**src/rtl/mem_arbiter_if.sv**
```systemverilog
// Requester and memory-side signal bundle for the two-master memory arbiter.
// Handshake: a requester raises reqN with weN/addrN/wdataN and holds them stable
// until gntN is seen high in the same cycle; the access completes at that clk edge.
interface mem_arbiter_if #(
  parameter int ADDR_WIDTH = 6,
  parameter int DATA_WIDTH = 16
);
  logic                  req0;
  logic                  we0;
  logic [ADDR_WIDTH-1:0] addr0;
  logic [DATA_WIDTH-1:0] wdata0;
  logic                  gnt0;
  logic                  rvalid0;
  logic [DATA_WIDTH-1:0] rdata0;

  logic                  req1;
  logic                  we1;
  logic [ADDR_WIDTH-1:0] addr1;
  logic [DATA_WIDTH-1:0] wdata1;
  logic                  gnt1;
  logic                  rvalid1;
  logic [DATA_WIDTH-1:0] rdata1;

  logic                  mem_we;
  logic [ADDR_WIDTH-1:0] mem_addr;
  logic [DATA_WIDTH-1:0] mem_data;
  logic [DATA_WIDTH-1:0] mem_in;

  modport slave (
    input  req0, we0, addr0, wdata0,
    input  req1, we1, addr1, wdata1,
    input  mem_in,
    output gnt0, rvalid0, rdata0,
    output gnt1, rvalid1, rdata1,
    output mem_we, mem_addr, mem_data
  );

  modport master (
    output req0, we0, addr0, wdata0,
    output req1, we1, addr1, wdata1,
    output mem_in,
    input  gnt0, rvalid0, rdata0,
    input  gnt1, rvalid1, rdata1,
    input  mem_we, mem_addr, mem_data
  );
endinterface

```
**src/rtl/mem_arbiter.sv**
```systemverilog
// Round-robin arbiter with bounded burst ownership sharing one synchronous
// single-port memory between the CPU (requester 0) and a debug/loader port.
module mem_arbiter #(
  parameter int ADDR_WIDTH = 6,
  parameter int DATA_WIDTH = 16,
  parameter int MAX_BURST  = 4
) (
  input  logic        clk,
  input  logic        rst_n,
  mem_arbiter_if.slave bus,
  output logic [7:0]  conflict_cnt,
  output logic [1:0]  dbg_owner_o
);

  typedef enum logic [1:0] {
    IDLE = 2'd0,
    OWN0 = 2'd1,
    OWN1 = 2'd2
  } owner_e;

  localparam logic [3:0] MAX_B = 4'(MAX_BURST);

  owner_e                owner_q, owner_d;
  logic                  last_q, last_d;
  logic [3:0]            burst_q, burst_d;
  logic                  rd_pend0_q, rd_pend0_d;
  logic                  rd_pend1_q, rd_pend1_d;
  logic [DATA_WIDTH-1:0] rdata0_q, rdata1_q;
  logic [7:0]            cnt_q, cnt_d;
  logic                  win0, win1;
  logic [3:0]            burst_inc;

  assign burst_inc = (burst_q == 4'hF) ? burst_q : burst_q + 4'd1;

  always_comb begin
    win0          = 1'b0;
    win1          = 1'b0;
    owner_d       = IDLE;
    burst_d       = 4'd0;
    last_d        = last_q;
    rd_pend0_d    = 1'b0;
    rd_pend1_d    = 1'b0;
    cnt_d         = cnt_q;
    bus.mem_we    = 1'b0;
    bus.mem_addr  = '0;
    bus.mem_data  = '0;
    if (rst_n) begin
      if (bus.req0 && bus.req1) begin
        if (cnt_q != 8'hFF) cnt_d = cnt_q + 8'd1;
        // Current owner keeps the memory until its burst budget runs out.
        if (owner_q == OWN0 && burst_q < MAX_B)      win0 = 1'b1;
        else if (owner_q == OWN1 && burst_q < MAX_B) win1 = 1'b1;
        else if (last_q)                             win0 = 1'b1;
        else                                         win1 = 1'b1;
      end else if (bus.req0) begin
        win0 = 1'b1;
      end else if (bus.req1) begin
        win1 = 1'b1;
      end

      if (win0) begin
        bus.mem_we   = bus.we0;
        bus.mem_addr = bus.addr0;
        bus.mem_data = bus.wdata0;
        owner_d      = OWN0;
        last_d       = 1'b0;
        burst_d      = (owner_q == OWN0) ? burst_inc : 4'd1;
        rd_pend0_d   = ~bus.we0;
      end else if (win1) begin
        bus.mem_we   = bus.we1;
        bus.mem_addr = bus.addr1;
        bus.mem_data = bus.wdata1;
        owner_d      = OWN1;
        last_d       = 1'b1;
        burst_d      = (owner_q == OWN1) ? burst_inc : 4'd1;
        rd_pend1_d   = ~bus.we1;
      end
    end
  end

  always_ff @(posedge clk) begin
    if (!rst_n) begin
      owner_q    <= IDLE;
      last_q     <= 1'b1;
      burst_q    <= 4'd0;
      rd_pend0_q <= 1'b0;
      rd_pend1_q <= 1'b0;
      rdata0_q   <= '0;
      rdata1_q   <= '0;
      cnt_q      <= 8'd0;
    end else begin
      owner_q    <= owner_d;
      last_q     <= last_d;
      burst_q    <= burst_d;
      rd_pend0_q <= rd_pend0_d;
      rd_pend1_q <= rd_pend1_d;
      cnt_q      <= cnt_d;
      if (rd_pend0_q) rdata0_q <= bus.mem_in;
      if (rd_pend1_q) rdata1_q <= bus.mem_in;
    end
  end

  // Memory data arrives the cycle after the grant, so read return is a bypass of mem_in.
  assign bus.gnt0    = win0;
  assign bus.gnt1    = win1;
  assign bus.rvalid0 = rd_pend0_q;
  assign bus.rvalid1 = rd_pend1_q;
  assign bus.rdata0  = rd_pend0_q ? bus.mem_in : rdata0_q;
  assign bus.rdata1  = rd_pend1_q ? bus.mem_in : rdata1_q;
  assign conflict_cnt = cnt_q;
  assign dbg_owner_o  = owner_q;

endmodule

```
**src/flat_wrapper.sv**
```systemverilog
// flat-port wrapper written by rule: the top's interface ports become plain ports
module mem_arbiter_flat 
#(
  parameter int ADDR_WIDTH = 6,
  parameter int DATA_WIDTH = 16,
  parameter int MAX_BURST  = 4
)
  (clk, rst_n, conflict_cnt, dbg_owner_o, bus_req0, bus_we0, bus_addr0, bus_wdata0, bus_req1, bus_we1, bus_addr1, bus_wdata1, bus_mem_in, bus_gnt0, bus_rvalid0, bus_rdata0, bus_gnt1, bus_rvalid1, bus_rdata1, bus_mem_we, bus_mem_addr, bus_mem_data);
  mem_arbiter_if #(.ADDR_WIDTH(ADDR_WIDTH), .DATA_WIDTH(DATA_WIDTH)) bus_i ();
  input  logic clk;
  input  logic rst_n;
  output logic [7:0] conflict_cnt;
  output logic [1:0] dbg_owner_o;
  input wire logic [$bits(bus_i.req0)-1:0] bus_req0;
  input wire logic [$bits(bus_i.we0)-1:0] bus_we0;
  input wire logic [$bits(bus_i.addr0)-1:0] bus_addr0;
  input wire logic [$bits(bus_i.wdata0)-1:0] bus_wdata0;
  input wire logic [$bits(bus_i.req1)-1:0] bus_req1;
  input wire logic [$bits(bus_i.we1)-1:0] bus_we1;
  input wire logic [$bits(bus_i.addr1)-1:0] bus_addr1;
  input wire logic [$bits(bus_i.wdata1)-1:0] bus_wdata1;
  input wire logic [$bits(bus_i.mem_in)-1:0] bus_mem_in;
  output wire logic [$bits(bus_i.gnt0)-1:0] bus_gnt0;
  output wire logic [$bits(bus_i.rvalid0)-1:0] bus_rvalid0;
  output wire logic [$bits(bus_i.rdata0)-1:0] bus_rdata0;
  output wire logic [$bits(bus_i.gnt1)-1:0] bus_gnt1;
  output wire logic [$bits(bus_i.rvalid1)-1:0] bus_rvalid1;
  output wire logic [$bits(bus_i.rdata1)-1:0] bus_rdata1;
  output wire logic [$bits(bus_i.mem_we)-1:0] bus_mem_we;
  output wire logic [$bits(bus_i.mem_addr)-1:0] bus_mem_addr;
  output wire logic [$bits(bus_i.mem_data)-1:0] bus_mem_data;
  assign bus_i.req0 = bus_req0;
  assign bus_i.we0 = bus_we0;
  assign bus_i.addr0 = bus_addr0;
  assign bus_i.wdata0 = bus_wdata0;
  assign bus_i.req1 = bus_req1;
  assign bus_i.we1 = bus_we1;
  assign bus_i.addr1 = bus_addr1;
  assign bus_i.wdata1 = bus_wdata1;
  assign bus_i.mem_in = bus_mem_in;
  assign bus_gnt0 = bus_i.gnt0;
  assign bus_rvalid0 = bus_i.rvalid0;
  assign bus_rdata0 = bus_i.rdata0;
  assign bus_gnt1 = bus_i.gnt1;
  assign bus_rvalid1 = bus_i.rvalid1;
  assign bus_rdata1 = bus_i.rdata1;
  assign bus_mem_we = bus_i.mem_we;
  assign bus_mem_addr = bus_i.mem_addr;
  assign bus_mem_data = bus_i.mem_data;
  mem_arbiter #(.ADDR_WIDTH(ADDR_WIDTH), .DATA_WIDTH(DATA_WIDTH), .MAX_BURST(MAX_BURST)) u_core (.clk(clk), .rst_n(rst_n), .bus(bus_i), .conflict_cnt(conflict_cnt), .dbg_owner_o(dbg_owner_o));
endmodule
```
**config.mk**
```make
export PLATFORM = sky130hd
export DESIGN_NAME = mem_arbiter_flat
export DESIGN_NICKNAME = d
export VERILOG_FILES = /design/src/rtl/mem_arbiter_if.sv /design/src/rtl/mem_arbiter.sv /design/src/flat_wrapper.sv
export SDC_FILE = /design/constraint.sdc
export NUM_CORES = 1
export LEC_CHECK = 0
export CORE_UTILIZATION = 35
export CTS_BUF_LIST = sky130_fd_sc_hd__clkbuf_8
export CTS_CLUSTER_SIZE = 28
export DETAILED_ROUTE_END_ITERATION = 12
export HOLD_SLACK_MARGIN = 0.15
export PLACE_DENSITY = 0.74
export SLEW_MARGIN = 20
export SYNTH_ARGS = -nofsm -noshare
export SYNTH_HDL_FRONTEND = slang
export SYNTH_SLANG_ARGS = --single-unit
```
**constraint.sdc**
```tcl
create_clock -name clk -period 6.1 [get_ports clk]
set_clock_uncertainty 0.05 [all_clocks]
set_input_delay 1.83 -clock clk [delete_from_list [all_inputs] [get_ports clk]]
set_output_delay 1.83 -clock clk [all_outputs]
set_load 0.03 [all_outputs]
```
==> impl_metrics.yaml, run 1 <==
run_status:
  status: "finished with violations"
  violations: "design-rule violations"
clocking:
  cts_resized: 0
  h-tree-depth: 2
  cts_tree: "done"
  cts_inserted_buffers: 5
  root_buffer: "clkbuf_8"
  worstSkewPairLatency_ns: 0.30
  clk_pin_slew_ns: 0.08
  postCtsSetupBuffers: 0
  clock-sinks: 49
  cts_buffer_depth: 2
  cts_hold_buf: 0
synthesis:
  synth_ff_type: "dfxtp_1"
  avgSynthCellArea_um2: 10.3
  synth_cell_types: 42
  synth_edf_count: 0
  ys_seq_elements: 49
  synth_nets: 299
  synth_cells: 231
  synthTopCellsByArea: "dfxtp_1 (41%), mux2_2 (16%), and2_1 (8.4%)"
  synth_top_area_share_pct: 41.1
  synthArstFlopShare_pct: 0
  ys_seq_area_share_pct: 41.1
  synth_top_area_cell: "dfxtp_1"
  yosys_warnings: 0
  syn_area_mm2: 0.00239
setup_path:
  r2r_setup_slack_ns: 4.26
  end_kind: "output pin"
  criticalPathCategory: "in2out"
  critPathBufInv: 3
  crit-reg2reg-launch: "u_core.conflict_cnt[0]"
  critPathTopFamily: "buffers and inverters"
  critPathMaxStageDelay_ns: 0.64
  r2r-end: "u_core.conflict_cnt[1]"
  crit_chain: "clkdlybuf4s50_1, nand2b_1, nor2_1, nor3_2, buf_4, a22o_1, buf_4"
  cp_slowest_cell: "clkdlybuf4s50_1"
  cp.arrival_ns: 3.65
  critPathLaunchType: "input port"
  critPathRequiredTime_ns: 4.22
  path_max_fanout: 24
  worst-r2r-cell-count: 5
  cp_common_cell: "buf_4"
timing:
  hold_violations: 0
  slew_headroom_pct: 43.8
  hold_ws_ns: 0.472
  max_freq_ghz: 0.181
  drv_slew: 0
  period_minus_slack_ns: 5.53
  rsz0062_at_grt: "no"
  finalSetupViolCount: 0
  tns_ns: 0
  period_share_pct: 90.7
  setup_ws_ns: 0.570
  tightest_slew_ns: 0.841
layout:
  multi_input_area_mm2: 0.00127
  final_cell_mix: "clkdlybuf4s50_1 (109), dfxtp_1 (49), mux2_2 (33), and2_1 (32), buf_4 (27)"
  nets: 426
  fin_util_pct: 57.9
  seq_area_um2: 981
  nFillCells: 581
  instances_no_fill: 436
  final_common_cell: "clkdlybuf4s50_1"
  drive_above_1_share_pct: 20.9
  diodes: 0
  design_area_mm2: 0.00374
  area_delta_synth_final_pct: 56.5
hold_path:
  min_to: "u_core.conflict_cnt[6]"
  min_from: "u_core.conflict_cnt[6]"
  min_path_cells: 2
  worst_hold_path_type: "reg2reg"
routing:
  wl_per_cell_um: 14.5
  drt-total-wl_um: 6320
  vias: 2148
  antenna_left: 0
  vias_per_cell: 4.93
  drt_drc_violations_left: 6
  firstDrtPassIters: 12
  drt-initial-drc-count: 107
placed_design:
  dp.cells: 428
  numPortBuffers: 134
  hpwl_um: 4640
  place_congestion: 0.891
  place_ws_ns: 0.613
  placed_cell_area_mm2: 0.00366
power_and_ir_drop:
  totalPowerFinal_mw: 0.725
  powerDensity_mw_per_mm2: 194
  vdd_ir_drop_max_uv: 134
  power_leakage_nw: 1.51
grt:
  grt_max_degree: 33
  first_global_vias: 1910
  grt.total_usage_pct: 16.8
  antenna_found_initial: 0
  grt_first_pass_wirelength_um: 9680
  grt_overflow: 0
floorplanning:
  start_util_pct: 37.0
  die_w_um: 84.6
  rows: 29
  dieArea_mm2: 0.00716
  die_h_um: 84.6
  io_pins: 135
  core_area_mm2: 0.00646
job:
  maxCapViolations: 0
sequential cells by signal (all words and copies together), names as in the netlist:
name                 count
u_core.burst_q           4
u_core.last_q            1
u_core.rdata0_q         16
u_core.conflict_cnt      8
u_core.rdata1_q         16
u_core.bus.rvalid0       1
u_core.dbg_owner_o       2
u_core.bus.rvalid1       1
kinds of logic after synthesis:
| group | Yosys count | synth area share [%] |
|---|---|---|
| AO/OA/AOI/OAI | 47 | 16.6 |
| XOR/XNOR | 2 | 0.734 |
| adder cells (fa/ha/maj) | 2 | 1.05 |
| buffers and inverters | 20 | 5.76 |
| flip-flops | 49 | 41.1 |
| multiplexers | 36 | 16.8 |
| AND/OR/NAND/NOR | 75 | 18.0 |
cell type report:
type	count	area share (%)
flip-flops and latches	49	26.2
repair buffers	136	34.6
well taps	77	2.58
clock inverters	3	0.368
multi-input cells	162	34.0
inverters	4	0.402
clock buffers	5	1.84
synthesized netlist by cell type (all sizes together) (2+ instances only):
cell and number:
nand3 6, mux2 33, mux2i 3, o21ai 5, nand2 8, clkbuf 5, ha 2, o211ai 3
a21oi 7, o21a 2, nand2b 3, nand4 2, a31oi 2, inv 4, o31ai 2, or4 2
nor3 5, nor2 8, dfxtp 49, buf 11, or3 4, and2 32, a22o 23
power by group:
group	internal [mW]	switching (mW)	total, mW
Sequential	0.330	0.00906	0.339
Clock	0.0781	0.105	0.183
Combinational	0.105	0.0990	0.203
Total	0.512	0.213	0.725
routing by layer:
layer  wire length (um)  track usage, %
met1               2770            22.2
met3                318            2.85
met4                 51            4.16
met5                  0               0
met2               3170            28.8
worst register-to-register path: cells and delay by family (launching register included):
family | cells | cell delay (ns)
AO/OA/AOI/OAI | 1 | 0.64
multiplexers | 1 | 0.26
adder cells (fa/ha/maj) | 1 | 0.23
AND/OR/NAND/NOR | 2 | 0.14
flip-flops | 1 | 0.40
worst max-delay path by stage:
stage             start               end  slack [ns]  depth (start not counted)
2_1_floorplan  bus_req1  bus_mem_data[10]        1.16                          6
3_3_place_gp   bus_req1   bus_mem_data[2]        0.65                          7
3_5_place_dp   bus_req1   bus_mem_data[2]        0.61                          7
4_1_cts        bus_req1   bus_mem_data[2]        0.61                          7
5_1_grt        bus_req1   bus_mem_data[2]        0.50                          7
6_report       bus_req1   bus_mem_data[2]        0.57                          7
Power figures use the tool's default switching activity.
==> inputs of run 2 (changes only) <==
--- a/config.mk
+++ b/config.mk
@@ -10,7 +10,7 @@
 export CTS_CLUSTER_SIZE = 28
 export DETAILED_ROUTE_END_ITERATION = 12
 export HOLD_SLACK_MARGIN = 0.15
-export PLACE_DENSITY = 0.74
+export PLACE_DENSITY = 0.78
 export SLEW_MARGIN = 20
 export SYNTH_ARGS = -nofsm -noshare
 export SYNTH_HDL_FRONTEND = slang
==> run 2 against run 1 <==
- the flow still finishes with violations (design-rule violations)
- final cell count grew 0.23%
- first-iteration DRC count is 19% lower
- worst hold slack about the same
- power increased by 12%
- count of clock-buffer cells in the layout unchanged
- maximum frequency increased by 0.38%
- setup slack better by 0.021 ns
- sequential share of layout area down 0.41 points
- final area grew 1.6%
- critical path type unchanged
- largest power group unchanged
==> impl_metrics.yaml, run 2 (synthesis results as in run 1) <==
clocking:
  h-tree-depth: 2
  root_buffer: "clkbuf_8"
  cts_buffer_depth: 2
  cts_hold_buf: 0
  worstSkewPairLatency_ns: 0.30
  cts_tree: "done"
  postCtsSetupBuffers: 0
  cts_resized: 0
  cts_inserted_buffers: 5
  clock-sinks: 49
  clk_pin_slew_ns: 0.09
routing:
  drt_drc_violations_left: 5
  wl_per_cell_um: 14.5
  drt-met1-wl_um: 2760
  vias_per_cell: 4.93
  antenna_left: 0
  top_layer: "met4"
  drt-initial-drc-count: 87
  wl_met2_um: 3220
  wl_met3_um: 294
  vias: 2156
  firstDrtPassIters: 9
  drt-total-wl_um: 6330
layout:
  instances_no_fill: 437
  final_common_cell: "clkdlybuf4s50_1"
  final_cell_mix: "clkdlybuf4s50_1 (109), dfxtp_1 (49), mux2_2 (33), and2_1 (32), buf_4 (28)"
  diodes: 0
  area_delta_synth_final_pct: 59.0
  fin_util_pct: 58.8
  design_area_mm2: 0.00380
  drive_above_1_share_pct: 21.4
  nets: 427
timing:
  rsz0062_at_grt: "no"
  period_minus_slack_ns: 5.51
  max_freq_ghz: 0.182
  period_share_pct: 90.3
  tightest_slew_ns: 0.836
  finalSetupViolCount: 0
  hold_violations: 0
  tns_ns: 0
  drv_slew: 0
  hold_ws_ns: 0.472
  slew_headroom_pct: 44.0
run_status:
  violations: "design-rule violations"
  status: "finished with violations"
floorplanning:
  core_area_mm2: 0.00646
  rows: 29
  die_h_um: 84.6
  dieArea_mm2: 0.00716
  die_w_um: 84.6
  start_util_pct: 37.0
  io_pins: 135
setup_path:
  critPathLaunchType: "input port"
  critPathRequiredTime_ns: 4.22
  path_max_fanout: 24
  setup.worst_path.start: "bus_req1"
  cp.arrival_ns: 3.63
  crit-reg2reg-launch: "u_core.conflict_cnt[0]"
  criticalPathCategory: "in2out"
  end_kind: "output pin"
power_and_ir_drop:
  powerDensity_mw_per_mm2: 214
  vdd_ir_drop_max_uv: 155
  power_leakage_nw: 1.53
job:
  maxCapViolations: 0
hold_path:
  min_from: "u_core.conflict_cnt[6]"
  worst_hold_path_type: "reg2reg"
grt:
  antenna_found_initial: 0
  grt_overflow: 0
  first_global_vias: 2070
  grt_first_pass_wirelength_um: 9890
  grt_max_degree: 26
  grt.total_usage_pct: 17.3
placed_design:
  hpwl_um: 4770
  dp.cells: 429
  place_congestion: 0.852
  placed_cell_area_mm2: 0.00366
  numPortBuffers: 134
==> run 2: cell count changes in the layout (fill, tap and decap cells not counted) <==
cell	previous run	this run
buf_4	27	28
bufinv_16	0	2
clkinv_2	2	1
inv_1	5	4
==> run 2: worst paths after layout <==
check / to / slack, ns / cells past startpoint
worst min-delay path: u_core.conflict_cnt[6] / 0.47 / 2
worst max-delay path: bus_mem_addr[3] / 0.59 / 7
worst max register to register: u_core.conflict_cnt[1] / 4.17 / 5
worst min register to register: u_core.conflict_cnt[6] / 0.47 / 2
==> run 2: worst max-delay path, cell delays in order <==
cell and delay (ns):
clkdlybuf4s50_1 0.64, nand2b_1 0.13, nor2_1 0.28, nor3_2 0.07, buf_4 0.22, a22o_1 0.27, buf_4 0.17
==> run 2: layout make-up <==
| class | count | area [um2] |
|---|---|---|
| fill | 558 | 2660 |
| timing repair buffer | 137 | 1300 |
| multi-input combinational | 162 | 1270 |
| sequential | 49 | 981 |
| tap | 77 | 96.3 |
| clock buffer | 5 | 68.8 |
| clock inverter | 3 | 65.1 |
| inverter | 4 | 15.0 |
==> run 2: per-stage QoR <==
| stage | worst slack, ns | power [mW] |
|---|---|---|
| 5_1_grt | 0.514 | 0.849 |
| 3_3_place_gp | 0.659 | 0.548 |
| 6_report | 0.591 | 0.812 |
| 4_1_cts | 0.598 | 0.823 |
| 3_5_place_dp | 0.599 | 0.551 |
| 2_1_floorplan | 1.16 | 0.457 |
==> run 2: where the power goes <==
part,switching [mW],leakage (nW),total [mW],internal [mW]
combinational,0.0990,1.07,0.204,0.105
sequential,0.00908,0.398,0.339,0.330
clock,0.107,0.0681,0.270,0.163
==> run 2: routing by layer <==
| layer | GRT usage (%) | up-vias |
|---|---|---|
| li1 | - | 1084 |
| met3 | 3.34 | 7 |
| met4 | 5.24 | 0 |
| met2 | 30.2 | 56 |
| met1 | 21.7 | 1009 |
| met5 | 0 | - |
